$ cat src/rtl/seq_detector_prog_pkg.sv
// Shared definitions for the programmable serial sequence detector.
//   state_t      : detector FSM states (IDLE = unconfigured, RUN = detecting)
//   DEF_MAX_LEN  : default maximum pattern length in bits
//   DEF_CNT_W    : default match-counter width
package seq_det_pkg;

    typedef enum logic {
        IDLE = 1'b0,
        RUN  = 1'b1
    } state_t;

    localparam int DEF_MAX_LEN = 8;
    localparam int DEF_CNT_W   = 8;

endpackage

$ cat src/rtl/seq_detector_prog_sat_counter.sv
// Saturating up-counter with synchronous clear.
//   clk   : clock, rising edge
//   rst   : synchronous active-high reset, count -> 0
//   clr   : synchronous clear; when coincident with inc the count becomes 1
//   inc   : increment request, ignored once the count is all ones
//   count : current count value
module sat_counter #(
    parameter int WIDTH = 8
) (
    input  logic             clk,
    input  logic             rst,
    input  logic             clr,
    input  logic             inc,
    output logic [WIDTH-1:0] count
);

    always_ff @(posedge clk) begin
        if (rst) begin
            count <= '0;
        end else if (clr) begin
            // The event that arrives together with a clear is still counted.
            count <= WIDTH'(inc);
        end else if (inc && (count != '1)) begin
            count <= count + 1'b1;
        end
    end

endmodule

$ cat src/rtl/seq_detector_prog.sv
// Programmable serial sequence detector with Mealy match output.
//   clk, rst     : clock and synchronous active-high reset
//   cfg_load     : strobe capturing cfg_pattern / cfg_len / cfg_overlap
//   cfg_pattern  : pattern, bit cfg_len-1 arrives first, bit 0 last
//   cfg_len      : pattern length, legal 1..MAX_LEN
//   cfg_overlap  : 1 = overlapping matches, 0 = non-overlapping
//   cnt_clr      : synchronous clear of match_cnt
//   i_valid, i   : serial bit qualifier and data
//   o            : combinational match flag for the current bit
//   match_cnt    : saturating match count since last clear/configuration
//   armed        : a legal configuration is loaded
//   cfg_err      : one-cycle pulse after an illegal cfg_len was rejected
module seq_detector_prog
    import seq_det_pkg::*;
#(
    parameter int MAX_LEN = DEF_MAX_LEN,
    parameter int CNT_W   = DEF_CNT_W,
    parameter int LEN_W   = $clog2(MAX_LEN + 1)
) (
    input  logic               clk,
    input  logic               rst,
    input  logic               cfg_load,
    input  logic [MAX_LEN-1:0] cfg_pattern,
    input  logic [LEN_W-1:0]   cfg_len,
    input  logic               cfg_overlap,
    input  logic               cnt_clr,
    input  logic               i_valid,
    input  logic               i,
    output logic               o,
    output logic [CNT_W-1:0]   match_cnt,
    output logic               armed,
    output logic               cfg_err
);

    localparam logic [MAX_LEN-1:0] ALL_ONES = '1;
    localparam logic [LEN_W-1:0]   LEN_MAX  = LEN_W'(MAX_LEN);

    state_t               state, state_next;
    logic [MAX_LEN-1:0]   pat;
    logic [LEN_W-1:0]     len;
    logic                 ovl;
    logic [MAX_LEN-2:0]   hist;
    logic [LEN_W-1:0]     fill;

    logic                 cfg_ok;
    logic                 load_ok;
    logic                 window_hit;
    logic [MAX_LEN-1:0]   window;
    logic [MAX_LEN-1:0]   mask;

    assign cfg_ok  = (cfg_len != '0) && (cfg_len <= LEN_MAX);
    assign load_ok = cfg_load && cfg_ok;

    // Newest bit sits at position 0, matching the pattern's last serial bit.
    assign window = {hist, i};
    // Low len bits set; with len = 0 (IDLE) the mask is empty.
    assign mask   = ALL_ONES >> (LEN_MAX - len);

    assign window_hit = (((window ^ pat) & mask) == '0) &&
                        (fill >= (len - LEN_W'(1)));

    always_ff @(posedge clk) begin
        if (rst) begin
            state <= IDLE;
        end else begin
            state <= state_next;
        end
    end

    always_comb begin
        state_next = state;
        o          = 1'b0;
        armed      = 1'b0;
        case (state)
            IDLE: begin
                if (load_ok) begin
                    state_next = RUN;
                end
            end
            RUN: begin
                armed = 1'b1;
                o     = i_valid && !cfg_load && window_hit;
                if (load_ok) begin
                    state_next = RUN;
                end
            end
            default: state_next = IDLE;
        endcase
    end

    always_ff @(posedge clk) begin
        if (rst) begin
            pat     <= '0;
            len     <= '0;
            ovl     <= 1'b0;
            hist    <= '0;
            fill    <= '0;
            cfg_err <= 1'b0;
        end else begin
            cfg_err <= cfg_load && !cfg_ok;
            if (load_ok) begin
                pat  <= cfg_pattern;
                len  <= cfg_len;
                ovl  <= cfg_overlap;
                hist <= '0;
                fill <= '0;
            end else if ((state == RUN) && i_valid && !cfg_load) begin
                hist <= window[MAX_LEN-2:0];
                // Non-overlapping mode restarts the fill so the next match
                // must be built entirely from bits after this one.
                if (o && !ovl) begin
                    fill <= '0;
                end else if (fill != LEN_MAX) begin
                    fill <= fill + 1'b1;
                end
            end
        end
    end

    sat_counter #(
        .WIDTH(CNT_W)
    ) u_cnt (
        .clk  (clk),
        .rst  (rst),
        .clr  (cnt_clr || load_ok),
        .inc  (o),
        .count(match_cnt)
    );

endmodule

$ cat config.mk
export PLATFORM = sky130hd
export DESIGN_NAME = seq_detector_prog
export DESIGN_NICKNAME = d
export VERILOG_FILES = /design/src/rtl/seq_detector_prog_pkg.sv /design/src/rtl/seq_detector_prog_sat_counter.sv /design/src/rtl/seq_detector_prog.sv
export SDC_FILE = /design/constraint.sdc
export NUM_CORES = 1
export LEC_CHECK = 0
export BUFFER_PORTS_ARGS = -buffer_cell sky130_fd_sc_hd__buf_2
export CAP_MARGIN = 20
export CORE_ASPECT_RATIO = 1.2
export CORE_MARGIN = 2
export CORE_UTILIZATION = 50
export CTS_CLUSTER_DIAMETER = 120
export CTS_CLUSTER_SIZE = 30
export DETAILED_ROUTE_END_ITERATION = 12
export GPL_ROUTABILITY_DRIVEN = 0
export PLACE_DENSITY_LB_ADDON = 0.15
export SLEW_MARGIN = 20
export SYNTH_ARGS = -nofsm -noshare
export SYNTH_HDL_FRONTEND = slang
export SYNTH_HIERARCHICAL = 1
export SYNTH_SLANG_ARGS = --single-unit
$ cat constraint.sdc
create_clock -name clk -period 3.6 [get_ports clk]
set_input_delay 1.08 -clock clk [delete_from_list [all_inputs] [get_ports clk]]
set_output_delay 1.08 -clock clk [all_outputs]
set_load 0.05 [all_outputs]
Word-level counts from Yosys, hierarchy flattened
Index checks and enable logic that the tools add are counted.
Storage, ports and cells
  flip-flop bits (word level): 34
  input bits: 19
  output and inout port bits: 11
  logic and storage cells: 50
Operators by class
  $add $sub $neg: 4
  magnitude comparators: 2
  equal/unequal tests: 2
  shifts and indexed selects: 1
  multiplexer cells: 8
  bitwise gates (word level): 3
  reductions and logical operators: 21
Operators by type and width (count)
  logical AND 1 bit: 10
  adder 8 x 1 -> 8 bit (second input constant): 1
  bitwise AND 8 bit: 1
  logical NOT 8 bit: 1
  2-to-1 mux 4 bit: 2
  != test 8 bit (second input constant): 1
  >> shifter 8 x 4 -> 8 bit (first input constant): 1
  XOR 8 bit: 1
  2-to-1 mux 1 bit: 5
  adder 4 x 1 -> 4 bit (second input constant): 1
  greater-or-equal comparator 4 bit: 1
  <= comparator 4 bit (second input constant): 1
  != test 4 bit (second input constant): 1
  nonzero test 2 bit: 2
  nonzero test 4 bit: 1
  OR reduction 2 bit: 2
  subtractor 4 x 1 -> 4 bit (second input constant): 1
  subtractor 4 bit (first input constant): 1
  logical NOT 1 bit: 3
  case mux 1 bit (2 select lines): 1
  AND reduction 2 bit: 1
  logical OR 1 bit: 1
  inverter 1 bit: 1

Longest topological paths before layout
  depth after elaboration: 10
  gate-level depth with buffers: 11
  mapped depth without buffers: 11

Modules after synthesis
The synthesis kept the hierarchy.
By module, submodules not included
  seq_detector_prog: times used 1, cells each 154, area each 1378.8 µm², sequential area each 520.5 µm²
  sat_counter: times used 1, cells each 46, area each 410.4 µm², sequential area each 160.2 µm²

Worst setup path before layout
OpenSTA, ideal clock, no wires.
  kind: input port to flip-flop
  from: in i
  to: reg u_cnt.count[7]
  library setup time: 121 ps
  arrival time: 4939 ps
  data required time: 3479 ps
  slack: -1460 ps
  stages on the path: 8
  buffers on the path: 0
  path through: xor2_1 -> a21o_1 -> o41ai_2 -> nor4b_1 -> nand4_2 -> a211oi_2 -> nand4_1 -> mux2_2
Between the ends
  cells in the longest elaborated chain, start to end: 7
RTL lines
  start: declaration: line seq_detector_prog.sv:28  | input logic i,
  XOR 8 bit: line seq_detector_prog.sv:59  | assign window_hit = (((window ^ pat) & mask) == '0) &&
  bitwise AND 8 bit: line seq_detector_prog.sv:59
  logical NOT 8 bit: line seq_detector_prog.sv:59
  logical AND 1 bit: line seq_detector_prog.sv:59
  logical AND 1 bit: line seq_detector_prog.sv:82  | o = i_valid && !cfg_load && window_hit;
  2-to-1 mux 1 bit: line seq_detector_prog.sv:74  | case (state)
  via o: line seq_detector_prog.sv:29  | output logic o,
  logical AND 1 bit: line seq_detector_prog_sat_counter.sv:23  | end else if (inc && (count != '1)) begin
  end signal: assignment: line seq_detector_prog_sat_counter.sv:22  | count <= WIDTH'(inc);
  end signal: assignment: line seq_detector_prog_sat_counter.sv:24  | count <= count + 1'b1;
  end: declaration: line seq_detector_prog_sat_counter.sv:14  | output logic [WIDTH-1:0] count
The timed path passes the listed nets, and every way through them passes these cells.
A chain may end at the register's enable or synchronous reset.

Final worst setup path
  from: in i
  to: out o
Between the ends
  cells in the longest elaborated chain, start to end: 6
RTL lines (line)
  XOR 8 bit: seq_detector_prog.sv:59
  bitwise AND 8 bit: seq_detector_prog.sv:59
  logical NOT 8 bit: seq_detector_prog.sv:59
  logical AND 1 bit: seq_detector_prog.sv:59
  logical AND 1 bit: seq_detector_prog.sv:82
  2-to-1 mux 1 bit: seq_detector_prog.sv:74
  end: declaration: seq_detector_prog.sv:29
No other way between the ends.

==> flow_summary.json <==
{
  "drc_errors": 0,
  "yosysMostFrequentCell": "dfxtp_1",
  "syn-num-nets": 231,
  "cts_hold_buf": 0,
  "clockRootBuffer": "clkbuf_8",
  "cpPeakStageDelay_ps": 380,
  "path_buf_inv": 2,
  "relSlewSlack": 0.568,
  "drv_slew": 0,
  "die_x_um": 58.6,
  "synth_flop_cell": "dfxtp_1",
  "endpoint_kind": "primary output",
  "netlist_instances": 200,
  "wl_met2_mm": 1.99,
  "fp.dieH_um": 69.5,
  "dp_cells": 267,
  "critPathTopFamily": "compound AO/OA/AOI/OAI gates",
  "clkSinkCount": 34,
  "drtAntennaViolNets": 0,
  "status": "completed",
  "grt_usage": 0.214,
  "synth_area_sq_um": 1790,
  "path_class": "input pin to primary output",
  "ir_worst_vdd_mv": 0.217,
  "synthDominantAreaCellType": "dfxtp_1",
  "cap_violations": 0,
  "required_ps": 2520,
  "portBuffers": 29,
  "grt_pass1_vias": 1509,
  "cp_data_arrival_time_ps": 2400,
  "dieArea_sq_um": 4070,
  "drt_iter0_markers": 81,
  "htreeDepth": 2,
  "fp-row-count": 23,
  "area_growth_pct": 20.1,
  "initial_core_util": 0.527,
  "clockBufferDepth": 2,
  "synth_common_cells": "dfxtp_1, nor2_1, nand2_1",
  "hp-class": "flop to flop",
  "rsz0062_at_grt": "no",
  "top_layer_used": "met4",
  "clock_skew_ps": 5.88,
  "critPathMaxFanout": 2,
  "wl_per_cell_um": 14.1,
  "finalSetupViolCount": 0,
  "finalNonFillerCells": 275,
  "antenna_found_initial": 0,
  "tightest_slew_ps": 646,
  "core_sq_um": 3400,
  "path_cells": "buf_2, xor2_1, a21o_1, o41ai_4, nor4b_4, buf_6",
  "synth_top_area_frac": 0.380,
  "hold_viol": 0,
  "dr.pass1.iters": 4,
  "cts_tree": "done",
  "drt_wl_total_mm": 3.88,
  "ios": 30,
  "startpoint_type": "input pin",
  "avgViaCountPerCell": 5.51,
  "fin_crit_ps": 3480,
  "grt_overflow": 0,
  "yosysUniqueCellTypes": 46,
  "wl_met3_um": 187,
  "ys_ff_latch": 34,
  "synthesis.area_per_instance_sq_um": 8.95,
  "cts_made_buffers": 5,
  "nNetsFinal": 268,
  "diodes": 0,
  "synth.area.top_cells": "dfxtp_1, ha_1, mux2i_1, nor2_1, nand2_1",
  "cts.reportedPaths.clkPinSlew_ps": 70,
  "yosysSeqAreaShare": 0.380,
  "ys_async_sr_fraction": 0,
  "vias": 1516,
  "cp_slowest_cell": "o41ai_4",
  "grt_pass1_wl_mm": 6.80,
  "clock_latency_ps": 290,
  "drive_gt1_frac": 0.231,
  "period_share": 0.968,
  "grt_start_max_net_pins": 18,
  "max_freq_mhz": 287,
  "setup_total_negative_slack_ps": 0,
  "synth_edf_count": 0,
  "p_per_area_nw_per_um2": 395,
  "yosys_warnings": 6,
  "power.leakage_nw": 0.950,
  "wirelength_met1_mm": 1.64,
  "hpwl_mm": 2.96,
  "reg2reg_slack_ps": 590
}
## metrics by stage
stage / cell area, sq um / power [mW] / worst slack, ps / hold slack, ps / utilization
final: 2150 / 0.849 / 116 / 483 / 0.633
after global routing: 2150 / 0.885 / 50.3 / 506 / 0.633
after CTS: 2150 / 0.853 / 11.6 / 484 / 0.632
after detailed placement: 2020 / 0.510 / 166 / 475 / 0.595
after global placement: 2020 / 0.505 / 174 / 456 / 0.595
after floorplan: 1820 / 0.477 / 39.7 / 446 / -
## cell type report
type / count / area (sq um)
multi-input combinational: 151 / 1080
timing repair buffer: 35 / 196
fill: 305 / 1250
sequential: 34 / 683
inverter: 10 / 37.5
clock buffer: 7 / 76.3
clock inverter: 1 / 30.0
tap: 37 / 46.3
## cells by family (layout without fill, tap and decap cells)
logic type      Yosys count  count (layout)  synth area share
compound gates           38              38             0.152
xor+xnor                 12              12            0.0587
fa+ha+maj                12              12            0.0839
buf+inv                  15              53            0.0385
flops                    34              34             0.380
mux                      14              14            0.0790
simple gates             75              75             0.208
## where the power goes
group | internal, mW | switching [mW] | total (mW)
logic | 0.0515 | 0.0602 | 0.112
clock network | 0.207 | 0.136 | 0.343
registers | 0.386 | 0.00780 | 0.394
## registers in the layout, indices dropped and copies added (netlist names)
| register | count |
|---|---|
| u_cnt/count | 8 |
| fill | 4 |
| hist | 7 |
| pat | 8 |
| cfg_err | 1 |
| len | 4 |
| ovl | 1 |
| state | 1 |
## worst register-to-register path, delay by kind of cell (launching register included)
kind                       cells  cell delay, ps
and+or+nand+nor                4             690
adders and majority gates      2             550
muxes                          1             280
buffers and inverters          2             280
AOI/OAI and AO/OA              3             740
DFF                            1             360
## timing repair
item | 4_1_cts | 5_1_grt
setup buffers | 0 | 0
setup endpoints to repair | 1 | 1
resized for setup | 3 | 2
pin swaps | 0 | 1
## per-layer routing
layer | vias to the layer above | GRT usage
met5 | - | 0
met4 | 0 | 0.0909
met3 | 7 | 0.0690
met2 | 28 | 0.356
met1 | 705 | 0.245
li1 | 776 | -
## path summary, 6_finish.rpt
path	startpoint	endpoint	cells past startpoint
worst max register to register	len[0]$_SDFFE_PP0P_	u_cnt/count[7]$_SDFFE_PP0P_	12
worst min-delay path	state$_SDFF_PP0_	state$_SDFF_PP0_	2
worst min register to register	state$_SDFF_PP0_	state$_SDFF_PP0_	2
worst max-delay path	i	o	6
## cells in the final DEF (no fill, tap or decap), types with 2 or more instances in the layout
cell and n:
dfxtp_2 2, mux2i_1 13, or2_1 2, xnor2_1 8, clkbuf_8 5, nand2_1 21
nor2_1 23, nand4_1 4, o22ai_1 2, clkbuf_1 2, nor3_1 5, inv_1 10
xor2_1 4, buf_4 6, a211oi_1 2, a21o_1 2, ha_1 11, a22o_1 2
a21oi_1 13, o21ai_0 4, nand3_1 4, a22oi_1 2, buf_2 28, nand2b_1 5
dfxtp_1 32, or2_2 2
No activity file was read; power rests on OpenSTA's default activity.
